==> config.mk <==
export PLATFORM = sky130hd
export DESIGN_NAME = cmsdk_uart_stimulus
export DESIGN_NICKNAME = d
export VERILOG_FILES = /design/src/rtl/cmsdk_uart_stim_pkg.sv /design/src/rtl/cmsdk_tb_byte_fifo.sv /design/src/rtl/cmsdk_uart_stimulus.sv
export SDC_FILE = /design/constraint.sdc
export NUM_CORES = 1
export LEC_CHECK = 0
export CORE_UTILIZATION = 51
export CTS_CLUSTER_DIAMETER = 50
export DETAILED_ROUTE_END_ITERATION = 10
export HOLD_SLACK_MARGIN = 0.03
export PLACE_DENSITY = 0.69
export SYNTH_ARGS = -nofsm -noshare
export SYNTH_HDL_FRONTEND = slang
export SYNTH_SLANG_ARGS = --single-unit
==> constraint.sdc <==
create_clock -name CLK -period 3.6 [get_ports CLK]
set_input_delay 0.72 -clock CLK [delete_from_list [all_inputs] [get_ports CLK]]
set_output_delay 0.72 -clock CLK [all_outputs]
set_load 0.01 [all_outputs]
==> src/rtl/cmsdk_uart_stim_pkg.sv <==
// Shared constants for the UART stimulus transmitter.
// State encoding and frame sizing.
package cmsdk_uart_stim_pkg;

    localparam logic [2:0] IDLE  = 3'd0;
    localparam logic [2:0] START = 3'd1;
    localparam logic [2:0] DATA  = 3'd2;
    localparam logic [2:0] STOP  = 3'd3;
    localparam logic [2:0] GAP   = 3'd4;

    // start + 8 data + stop
    localparam int FRAME_BITS = 10;

    function automatic int frame_cycles(input int baud, input int gap);
        return (FRAME_BITS + gap) * baud;
    endfunction

endpackage

==> src/rtl/cmsdk_tb_byte_fifo.sv <==
// Byte FIFO with occupancy count for the UART stimulus.
// Power-of-2 depth; pointers wrap naturally.
module cmsdk_tb_byte_fifo #(
    parameter  int DEPTH = 8,
    localparam int CW    = $clog2(DEPTH) + 1
) (
    input  logic          clk,
    input  logic          reset,
    input  logic          wr_en,
    input  logic [7:0]    wr_data,
    input  logic          rd_en,
    output logic [7:0]    rd_data,
    output logic [CW-1:0] count,
    output logic          empty
);

    localparam int AW = CW - 1;

    logic [7:0]    mem [DEPTH];
    logic [AW-1:0] wr_ptr;
    logic [AW-1:0] rd_ptr;
    logic          wr_ok;
    logic          rd_ok;

    assign empty   = (count == '0);
    assign wr_ok   = wr_en && (count != CW'(DEPTH));
    assign rd_ok   = rd_en && !empty;
    assign rd_data = mem[rd_ptr];

    always_ff @(posedge clk) begin
        if (wr_ok) mem[wr_ptr] <= wr_data;
    end

    always_ff @(posedge clk) begin
        if (reset) begin
            wr_ptr <= '0;
            rd_ptr <= '0;
            count  <= '0;
        end else begin
            if (wr_ok) wr_ptr <= wr_ptr + 1'b1;
            if (rd_ok) rd_ptr <= rd_ptr + 1'b1;
            unique case ({wr_ok, rd_ok})
                2'b10:   count <= count + 1'b1;
                2'b01:   count <= count - 1'b1;
                default: count <= count;
            endcase
        end
    end

endmodule

==> src/rtl/cmsdk_uart_stimulus.sv <==
// Testbench-side UART transmitter: queues bytes and sends 8N1 frames
// into the MCU RXD pin, with optional idle bit-times after each stop bit.
module cmsdk_uart_stimulus
    import cmsdk_uart_stim_pkg::*;
#(
    parameter int BAUDDIV    = 16,
    parameter int FIFO_DEPTH = 8,
    parameter int GAP_BITS   = 0
) (
    input  logic       CLK,
    input  logic       RESET,
    input  logic [7:0] DIN,
    input  logic       DIN_VALID,
    output logic       DIN_READY,
    output logic       TXD,
    output logic       BUSY,
    output logic       EMPTY,
    output logic       TXDONE
);

    localparam int         CW         = $clog2(FIFO_DEPTH) + 1;
    localparam int         TW         = $clog2(BAUDDIV);
    localparam logic [TW-1:0] BAUD_LAST = TW'(BAUDDIV - 1);
    localparam int         GAP_LAST_I = (GAP_BITS > 0) ? GAP_BITS - 1 : 0;
    localparam logic [3:0] GAP_LAST   = 4'(GAP_LAST_I);

    logic [CW-1:0] fifo_count;
    logic [7:0]    fifo_dout;
    logic          fifo_empty;
    logic          push;
    logic          pop;

    logic [2:0]    state;
    logic [2:0]    next_state;
    logic [TW-1:0] timer;
    logic          bit_end;
    logic [2:0]    bit_idx;
    logic [3:0]    gap_cnt;
    logic [7:0]    shift;
    logic          txd_q;
    logic          txd_next;

    assign DIN_READY = (fifo_count != CW'(FIFO_DEPTH));
    assign push      = DIN_VALID & DIN_READY;
    assign EMPTY     = fifo_empty;
    assign BUSY      = (state != IDLE) | ~fifo_empty;
    assign TXD       = txd_q;
    assign bit_end   = (timer == BAUD_LAST);

    cmsdk_tb_byte_fifo #(
        .DEPTH (FIFO_DEPTH)
    ) u_fifo (
        .clk     (CLK),
        .reset   (RESET),
        .wr_en   (push),
        .wr_data (DIN),
        .rd_en   (pop),
        .rd_data (fifo_dout),
        .count   (fifo_count),
        .empty   (fifo_empty)
    );

    always_ff @(posedge CLK) begin
        if (RESET) state <= IDLE;
        else       state <= next_state;
    end

    always_comb begin
        next_state = state;
        unique case (state)
            IDLE:    if (!fifo_empty) next_state = START;
            START:   if (bit_end) next_state = DATA;
            DATA:    if (bit_end && bit_idx == 3'd7) next_state = STOP;
            STOP:    if (bit_end) next_state = (GAP_BITS > 0) ? GAP : IDLE;
            GAP:     if (bit_end && gap_cnt == GAP_LAST) next_state = IDLE;
            default: next_state = IDLE;
        endcase
    end

    // TXD is registered, so it follows the state being entered
    always_comb begin
        pop      = (state == IDLE) && !fifo_empty;
        TXDONE   = (state == STOP) && bit_end;
        txd_next = 1'b1;
        unique case (next_state)
            START:   txd_next = 1'b0;
            DATA:    txd_next = (state == DATA && bit_end) ? shift[1] : shift[0];
            default: txd_next = 1'b1;
        endcase
    end

    always_ff @(posedge CLK) begin
        if (RESET) begin
            timer   <= '0;
            bit_idx <= '0;
            gap_cnt <= '0;
            shift   <= '0;
            txd_q   <= 1'b1;
        end else begin
            txd_q <= txd_next;
            if (state == IDLE || next_state != state || bit_end) timer <= '0;
            else timer <= timer + 1'b1;
            if (pop) shift <= fifo_dout;
            else if (state == DATA && bit_end) shift <= {1'b0, shift[7:1]};
            if (state != DATA) bit_idx <= '0;
            else if (bit_end) bit_idx <= bit_idx + 1'b1;
            if (state != GAP) gap_cnt <= '0;
            else if (bit_end) gap_cnt <= gap_cnt + 1'b1;
        end
    end

endmodule

# ---- Yosys cells after proc, flatten, opt, wreduce, memory -nomap -nowiden
# Memories as Yosys holds them, arrays and structs flattened. A register that Yosys moved wholly into a read port is not among the register bits.
# Cells that the tools add are included.
dict set report totals {
  ff_bits 33
  memories 1
  elab_cells 68
  output_inout_bits 5
  input_bits 11
  ram_bits 64
}
# memory depth word_bits read_ports rd_ports_with_merged_regs write_ports line_no
set mem_list {}
lappend mem_list {u_fifo.mem 8 8 1 1 1 cmsdk_tb_byte_fifo.sv:19} ;# logic [7:0] mem [DEPTH];
dict set report op_classes {
  n_addsub 7
  bitwise_logic 3
  muxes 15
  n_eq_ne 14
  n_reduce_logical 19
}
# cell n
set ops {}
lappend ops {{3-bit 2-to-1 mux} 7}
lappend ops {{8-bit 2-to-1 mux} 2}
lappend ops {{3-bit one-hot mux with 5 select lines} 1}
lappend ops {{4-bit by 1-bit adder with 4-bit output (second input constant)} 3}
lappend ops {{3-bit by 1-bit adder with 3-bit output (second input constant)} 3}
lappend ops {{3-bit by 2-bit == test with 1-bit output (second input constant)} 3}
lappend ops {{4-bit logical NOT} 2}
lappend ops {{4-bit one-hot mux with 2 select lines} 1}
lappend ops {{1-bit logical AND} 7}
lappend ops {{3-bit by 1-bit == test with 1-bit output (second input constant)} 2}
lappend ops {{3-bit == test (second input constant)} 2}
lappend ops {{2-bit OR reduction} 3}
lappend ops {{4-bit == test (second input constant)} 1}
lappend ops {{4-bit != test (second input constant)} 1}
lappend ops {{2-bit nonzero test} 2}
lappend ops {{4-bit by 1-bit subtractor with 4-bit output (second input constant)} 1}
lappend ops {{3-bit logical NOT} 1}
lappend ops {{1-bit 2-to-1 mux} 3}
lappend ops {{3-bit by 2-bit != test with 1-bit output (second input constant)} 1}
lappend ops {{3-bit != test} 1}
lappend ops {{3-bit != test (second input constant)} 1}
lappend ops {{3-bit nonzero test} 1}
lappend ops {{2-bit by 1-bit == test with 1-bit output (second input constant)} 1}
lappend ops {{2-bit == test (second input constant)} 1}
lappend ops {{other kinds (6)} 7}

# ---- Logic depth before layout (Yosys ltp)
dict set report logic_depth {
  word_depth 8
  ltp_mapped 10
  mapped_depth_nobuf 10
}

# ---- By module
# Synthesis repeated with hierarchy kept, for this count alone.
dict set report unflattened {
  cells_unflattened 287
  area_unflattened_um2 4192.8
}
# mod area_per_inst_um2 cells_each seq_area_each_um2 n_inst
set by_module_without_submodules {}
lappend by_module_without_submodules {cmsdk_tb_byte_fifo 3115.5 166 2182.1 1}
lappend by_module_without_submodules {cmsdk_uart_stimulus 1077.3 121 460.4 1}

# ---- Worst setup path after synthesis
# Ideal clock, no wire load.
dict set report synth_timing {
  kind {reg2reg}
  start {reg u_fifo.count[0]}
  end {reg u_fifo.count[3]}
  setup_ns 0.121
  path_stages_with_launch 10
  required_time_ns 3.479
  arrival_time_ns 2.463
  path_buffers 1
  period_less_slack_ns 2.583
  slack_ns 1.017
  path_cell_list {dfxtp_1 or4b_1 clkbuf_1 nand2_1 ha_1 ha_1 a21o_2 a21oi_1 mux2i_1 mux2_2}
}
dict set report synth_via {
  word_cells_on_any_way 13
  classes_between {add/sub (2); eq/ne (3); mux (1); bitwise (1); reduce/logical (6)}
}
# element line_no
set synth_lines {}
lappend synth_lines {{start, declared} cmsdk_tb_byte_fifo.sv:13} ;# output logic [CW-1:0] count,
lappend synth_lines {{start signal, assigned} cmsdk_tb_byte_fifo.sv:43} ;# 2'b10: count <= count + 1'b1;
lappend synth_lines {{start signal, assigned} cmsdk_tb_byte_fifo.sv:44} ;# 2'b01: count <= count - 1'b1;
lappend synth_lines {{start signal, assigned} cmsdk_tb_byte_fifo.sv:45} ;# default: count <= count;
lappend synth_lines {{4-bit != test *} cmsdk_uart_stimulus.sv:43} ;# assign DIN_READY = (fifo_count != CW'(FIFO_DEPTH));
lappend synth_lines {{named net DIN_READY} cmsdk_uart_stimulus.sv:14} ;# output logic DIN_READY,
lappend synth_lines {{1-bit AND} cmsdk_uart_stimulus.sv:44} ;# assign push = DIN_VALID & DIN_READY;
lappend synth_lines {{1-bit logical AND *} cmsdk_tb_byte_fifo.sv:26} ;# assign wr_ok = wr_en && (count != CW'(DEPTH));
lappend synth_lines {{2-bit by 1-bit == test with 1-bit output or 2-bit == test (tied branches)} cmsdk_tb_byte_fifo.sv:42} ;# unique case ({wr_ok, rd_ok})
lappend synth_lines {{4-bit one-hot mux with 2 select lines or 2-bit nonzero test (tied branches)} -}
# Mark *: on every way through the listed nets, which the timed path passes. The rest lies on a longest branch.
# A chain may end at the register's enable or synchronous reset.

# ---- Final worst setup path
dict set report layout_timing {
  start {reg u_fifo.count[0]}
  end {reg u_fifo.count[3]}
}
dict set report layout_via {
  elab_chain_cells 6
  word_cells_on_any_way 13
  classes_between {add/sub (2); eq/ne (3); mux (1); bitwise (1); reduce/logical (6)}
}
# element line_no
set layout_rtl {}
lappend layout_rtl {{4-bit logical NOT *} cmsdk_tb_byte_fifo.sv:25} ;# assign empty = (count == '0);
lappend layout_rtl {{1-bit logical NOT *} {cmsdk_tb_byte_fifo.sv:27, cmsdk_uart_stimulus.sv:82}}
lappend layout_rtl {{1-bit logical AND} cmsdk_uart_stimulus.sv:82} ;# pop = (state == IDLE) && !fifo_empty;
lappend layout_rtl {{1-bit logical AND *} cmsdk_tb_byte_fifo.sv:27} ;# assign rd_ok = rd_en && !empty;
lappend layout_rtl {{named net u_fifo.rd_ok} cmsdk_tb_byte_fifo.sv:23} ;# logic rd_ok;
lappend layout_rtl {{2-bit by 1-bit == test with 1-bit output or 2-bit == test (tied branches)} cmsdk_tb_byte_fifo.sv:42}
lappend layout_rtl {{4-bit one-hot mux with 2 select lines or 2-bit nonzero test (tied branches)} -}
# Marked as above.

==> tab_implementation.tex <==
\begin{tabular}{lr}
\hline
Metric & Value \\
\hline
\multicolumn{2}{l}{\textbf{Status}} \\
\quad Result of the run & finished, final reports clean \\
\multicolumn{2}{l}{\textbf{CTS}} \\
\quad H-tree level count & 3 \\
\quad Clk sinks & 100 \\
\quad CTS tree & yes \\
\quad Count of hold buffers inserted by post-cts repair & 0 \\
\quad Number of cells upsized or downsized after cts & 0 \\
\quad Clock-pin slew reported for the worst setup and hold paths after clock tree synthesis & $\sim$0.10 ns \\
\quad Largest buffer count on any clock path & 2 \\
\quad CTS buffer count & 9 \\
\quad Clock root buffer & sky130\_fd\_sc\_hd\_\_clkbuf\_8 \\
\quad Worst-skew pair later-pin latency & between 0.3 and 0.4 ns \\
\quad Number of buffers inserted to repair setup after CTS & 0 \\
\multicolumn{2}{l}{\textbf{Min path}} \\
\quad Number of cells traversed by the worst hold path & 1 \\
\quad Hold endpoint & timer[0] \\
\quad Min-Delay Startpoint & timer[0] \\
\quad Worst min-delay path category & reg2reg \\
\multicolumn{2}{l}{\textbf{Detailed routing}} \\
\quad Vias & 2,313 \\
\quad Final routed wirelength across all metal layers & $\sim$6900 µm \\
\quad Remaining number of nets flagged by the antenna check after routing & 0 \\
\quad DR WL/cell & 16.27 µm \\
\quad Number of search-and-repair iterations in the first detailed-routing pass & 4 \\
\quad DRC violations left & 0 \\
\quad Via density per instance & 5.455 \\
\quad Initial DRC Count & 135 \\
\multicolumn{2}{l}{\textbf{Floorplanning}} \\
\quad Number of top-level pins & 16 \\
\quad Starting density of the core & 0.5367 \\
\quad Area of the die & around 0.0086 mm² \\
\quad Count of standard-cell rows & 32 \\
\quad Area of the core & around 0.008 mm² \\
\quad Die outline width & 92.88 µm \\
\quad Height of the die & 92.88 µm \\
\multicolumn{2}{l}{\textbf{STA}} \\
\quad Worst max-slew margin expressed relative to the limit & 0.4329 \\
\quad Worst Tran Pin Value & 0.8494 ns \\
\quad Final hold violation count & 0 \\
\quad Worst Slack Setup Final & 0.7710 ns \\
\quad Maximum clock rate & 353.5 MHz \\
\quad Final count of pins violating max slew & 0 \\
\quad Post-layout min period & around 2.8 ns \\
\quad Total Neg Setup Slack & 0 ns \\
\quad Setup-violating endpoint count in the final report & 0 \\
\quad Clock skew & 0.01304 ns \\
\quad Setup repair after global routing missed its margin & false \\
\quad Crit share post-route & 0.7858 \\
\multicolumn{2}{l}{\textbf{Power and ir drop}} \\
\quad Power density of the placed cells & approximately 600 mW/mm² \\
\quad Static leakage & 1.572 nW \\
\quad Largest vdd supply drop & around 280 µV \\
\quad Total power of the final layout & around 2.8 mW \\
\multicolumn{2}{l}{\textbf{Worst setup path}} \\
\quad CP cell instances & or4\_4 > nand2\_4 > inv\_2 > ha\_1 > ha\_1 > a21o\_2 > a21oi\_1 > mux2i\_1 > mux2\_2 \\
\quad FF-to-FF Start & u\_fifo.count[0] \\
\quad Critical path's most frequent cell & sky130\_fd\_sc\_hd\_\_ha\_1 \\
\quad Arrival time at the worst endpoint & 3.10 ns \\
\quad Setup crit end kind & flop \\
\quad FF-to-FF path depth & 9 \\
\quad Reg2Reg Capture Point & u\_fifo.count[3] \\
\quad CP max-delay cell & sky130\_fd\_sc\_hd\_\_or4\_4 \\
\quad Worst setup SP type & flop \\
\quad Crit-path max cell delay & 0.57 ns \\
\quad Worst setup path category & reg2reg \\
\quad Worst-case register-to-register setup slack & 0.77 ns \\
\quad Required arrival time at the worst endpoint & 3.87 ns \\
\quad Peak fanout along the critical path & 14 \\
\multicolumn{2}{l}{\textbf{Layout}} \\
\quad Count of nets after finishing & $\sim$340 \\
\quad Layout cells sized above 1 & 0.1739 \\
\quad Layout Area Growth over Synthesis & 9.804\% \\
\quad Top library cells by usage in the layout, fill and taps aside & sky130\_fd\_sc\_hd\_\_edfxtp\_1, sky130\_fd\_sc\_hd\_\_dfxtp\_1, sky130\_fd\_sc\_hd\_\_nor2\_1 \\
\quad Commonest non-fill, non-tap cell in the layout & sky130\_fd\_sc\_hd\_\_edfxtp\_1 \\
\quad Antenna diode count & 0 \\
\quad Footprint of the multi-input gates & 0.001395 mm² \\
\quad Core occupancy in the finished layout & 0.5893 \\
\quad Register area & 0.002643 mm² \\
\quad Fillers & 628 \\
\multicolumn{2}{l}{\textbf{Synthesis}} \\
\quad Seq/Total Area, Yosys & 0.6275 \\
\quad Area of the mapped netlist & 0.004212 mm² \\
\quad Syn nets & between 300 and 400 \\
\quad Library cells used by synthesis & 44 \\
\quad Synthesized area divided by synthesized cell count & between 10 and 15 µm² \\
\quad Number of standard cells after synthesis & 295 \\
\quad Synthesis Warnings & 0 \\
\quad Flip-flop and latch count after synthesis & 100 \\
\multicolumn{2}{l}{\textbf{Run}} \\
\quad Maximum capacitance violations & 0 \\
\multicolumn{2}{l}{\textbf{Placement}} \\
\quad Post-placement setup slack & 0.6254 ns \\
\quad HPWL after detailed placement & 4538 µm \\
\quad Port Buffer Count & 15 \\
\quad Routability Congestion & $\sim$0.8 \\
\multicolumn{2}{l}{\textbf{Global route}} \\
\quad Pin count of the biggest net entering global routing & 26 \\
\quad Initial antenna violation count & 0 \\
\quad Global-route total usage across every layer & 0.1801 \\
\quad Vias in the first global route & 2,365 \\
\quad Total grt overflow & 0 \\
\quad Wire length of the first global-routing pass & 11,430 µm \\
\hline
\end{tabular}
sequential cells by signal, summed over array words and instances, names as in the netlist, named ones only:
name,flops
bit_idx,3
u_fifo.mem,64
timer,4
state,3
shift,8
gap_cnt,4
u_fifo.wr_ptr,3
u_fifo.count,4
u_fifo.rd_ptr,3
TXD,1
cells by family after synthesis:
logic type,after synthesis,synth area share
mux,21,0.1025
flops,100,0.6274
xor+xnor,10,0.02080
simple gates,96,0.1141
compound gates,33,0.05942
fa+ha+maj,11,0.03446
buf+inv,24,0.04129
cell type report:
type                       count  share of cell area
clock buffer                   9             0.02679
multi-input combinational    171              0.3017
sequential                   100              0.5714
tap                          102             0.02760
clock inverter                 7             0.01569
inverter                      10            0.008117
timing repair buffer          25             0.04870
synthesized netlist by cell type, drive strengths merged:
cell / number / share of area
nand4: 2 / 0.0030
or4b: 2 / 0.0048
nor3: 5 / 0.0086
nand3: 13 / 0.015
a21oi: 12 / 0.014
clkbuf: 10 / 0.021
o221a: 1 / 0.0027
or2: 2 / 0.0030
nand2b: 5 / 0.0074
nor2: 29 / 0.026
xor2: 7 / 0.015
inv: 10 / 0.0089
xnor2: 3 / 0.0062
mux4: 16 / 0.089
nand2: 26 / 0.025
ha: 10 / 0.030
buf: 4 / 0.011
or3: 1 / 0.0015
fa: 1 / 0.0048
o21ai: 1 / 0.0012
or4: 1 / 0.0027
a21o: 1 / 0.0021
dfxtp: 36 / 0.17
a211oi: 8 / 0.018
a311oi: 8 / 0.017
edfxtp: 64 / 0.46
and3: 1 / 0.0015
nor2b: 5 / 0.0074
and2b: 3 / 0.0062
mux2: 2 / 0.0062
nor3b: 1 / 0.0018
a21boi: 1 / 0.0018
mux2i: 3 / 0.0071
o211ai: 1 / 0.0030
routing by layer:
| layer | part of all wire | GRT usage | up-vias |
|---|---|---|---|
| met1 | 0.46 | 0.2321 | 1126 |
| met5 | 0 | 0 | - |
| li1 | - | - | 1138 |
| met3 | 0.039 | 0.04926 | 8 |
| met2 | 0.49 | 0.2960 | 41 |
| met4 | 0.014 | 0.05769 | 0 |
where the power goes:
group          total [mW]  leakage (nW)  switching (mW)  internal, mW
clock network       0.707         0.103           0.431         0.275
registers            1.44         0.875           0.106          1.33
logic               0.651         0.594           0.310         0.341
worst max path at each step:
stage / startpoint / depth (start not counted) / to
5_1_grt: u_fifo.count[0] / 9 / u_fifo.count[3]
6_report: u_fifo.count[0] / 9 / u_fifo.count[3]
2_1_floorplan: u_fifo.count[0] / 9 / u_fifo.count[3]
4_1_cts: u_fifo.count[0] / 9 / u_fifo.count[3]
3_5_place_dp: DIN_VALID / 8 / u_fifo.count[3]
3_3_place_gp: DIN_VALID / 8 / u_fifo.count[3]
metrics by stage:
| stage | hold slack [ns] | area, µm² | cells |
|---|---|---|---|
| finish | 0.4515 | 4624 | 424 |
| global route | 0.4797 | 4624 | 424 |
| CTS | 0.4555 | 4624 | 424 |
| detailed placement | 0.4408 | 4428 | 408 |
| global placement | 0.4318 | 4428 | 408 |
| floorplan | 0.4175 | 4212 | 295 |
worst max-delay path: cells and delay by family, from the launching register on:
family	cells	cell delay [ns]
multiplexers	2	0.55
flip-flops	1	0.37
adder cells (fa/ha/maj)	2	0.56
buffers and inverters	1	0.11
AND/OR/NAND/NOR	2	0.75
AO/OA/AOI/OAI	2	0.39
Note: power is estimated with default switching activity, not from simulation.
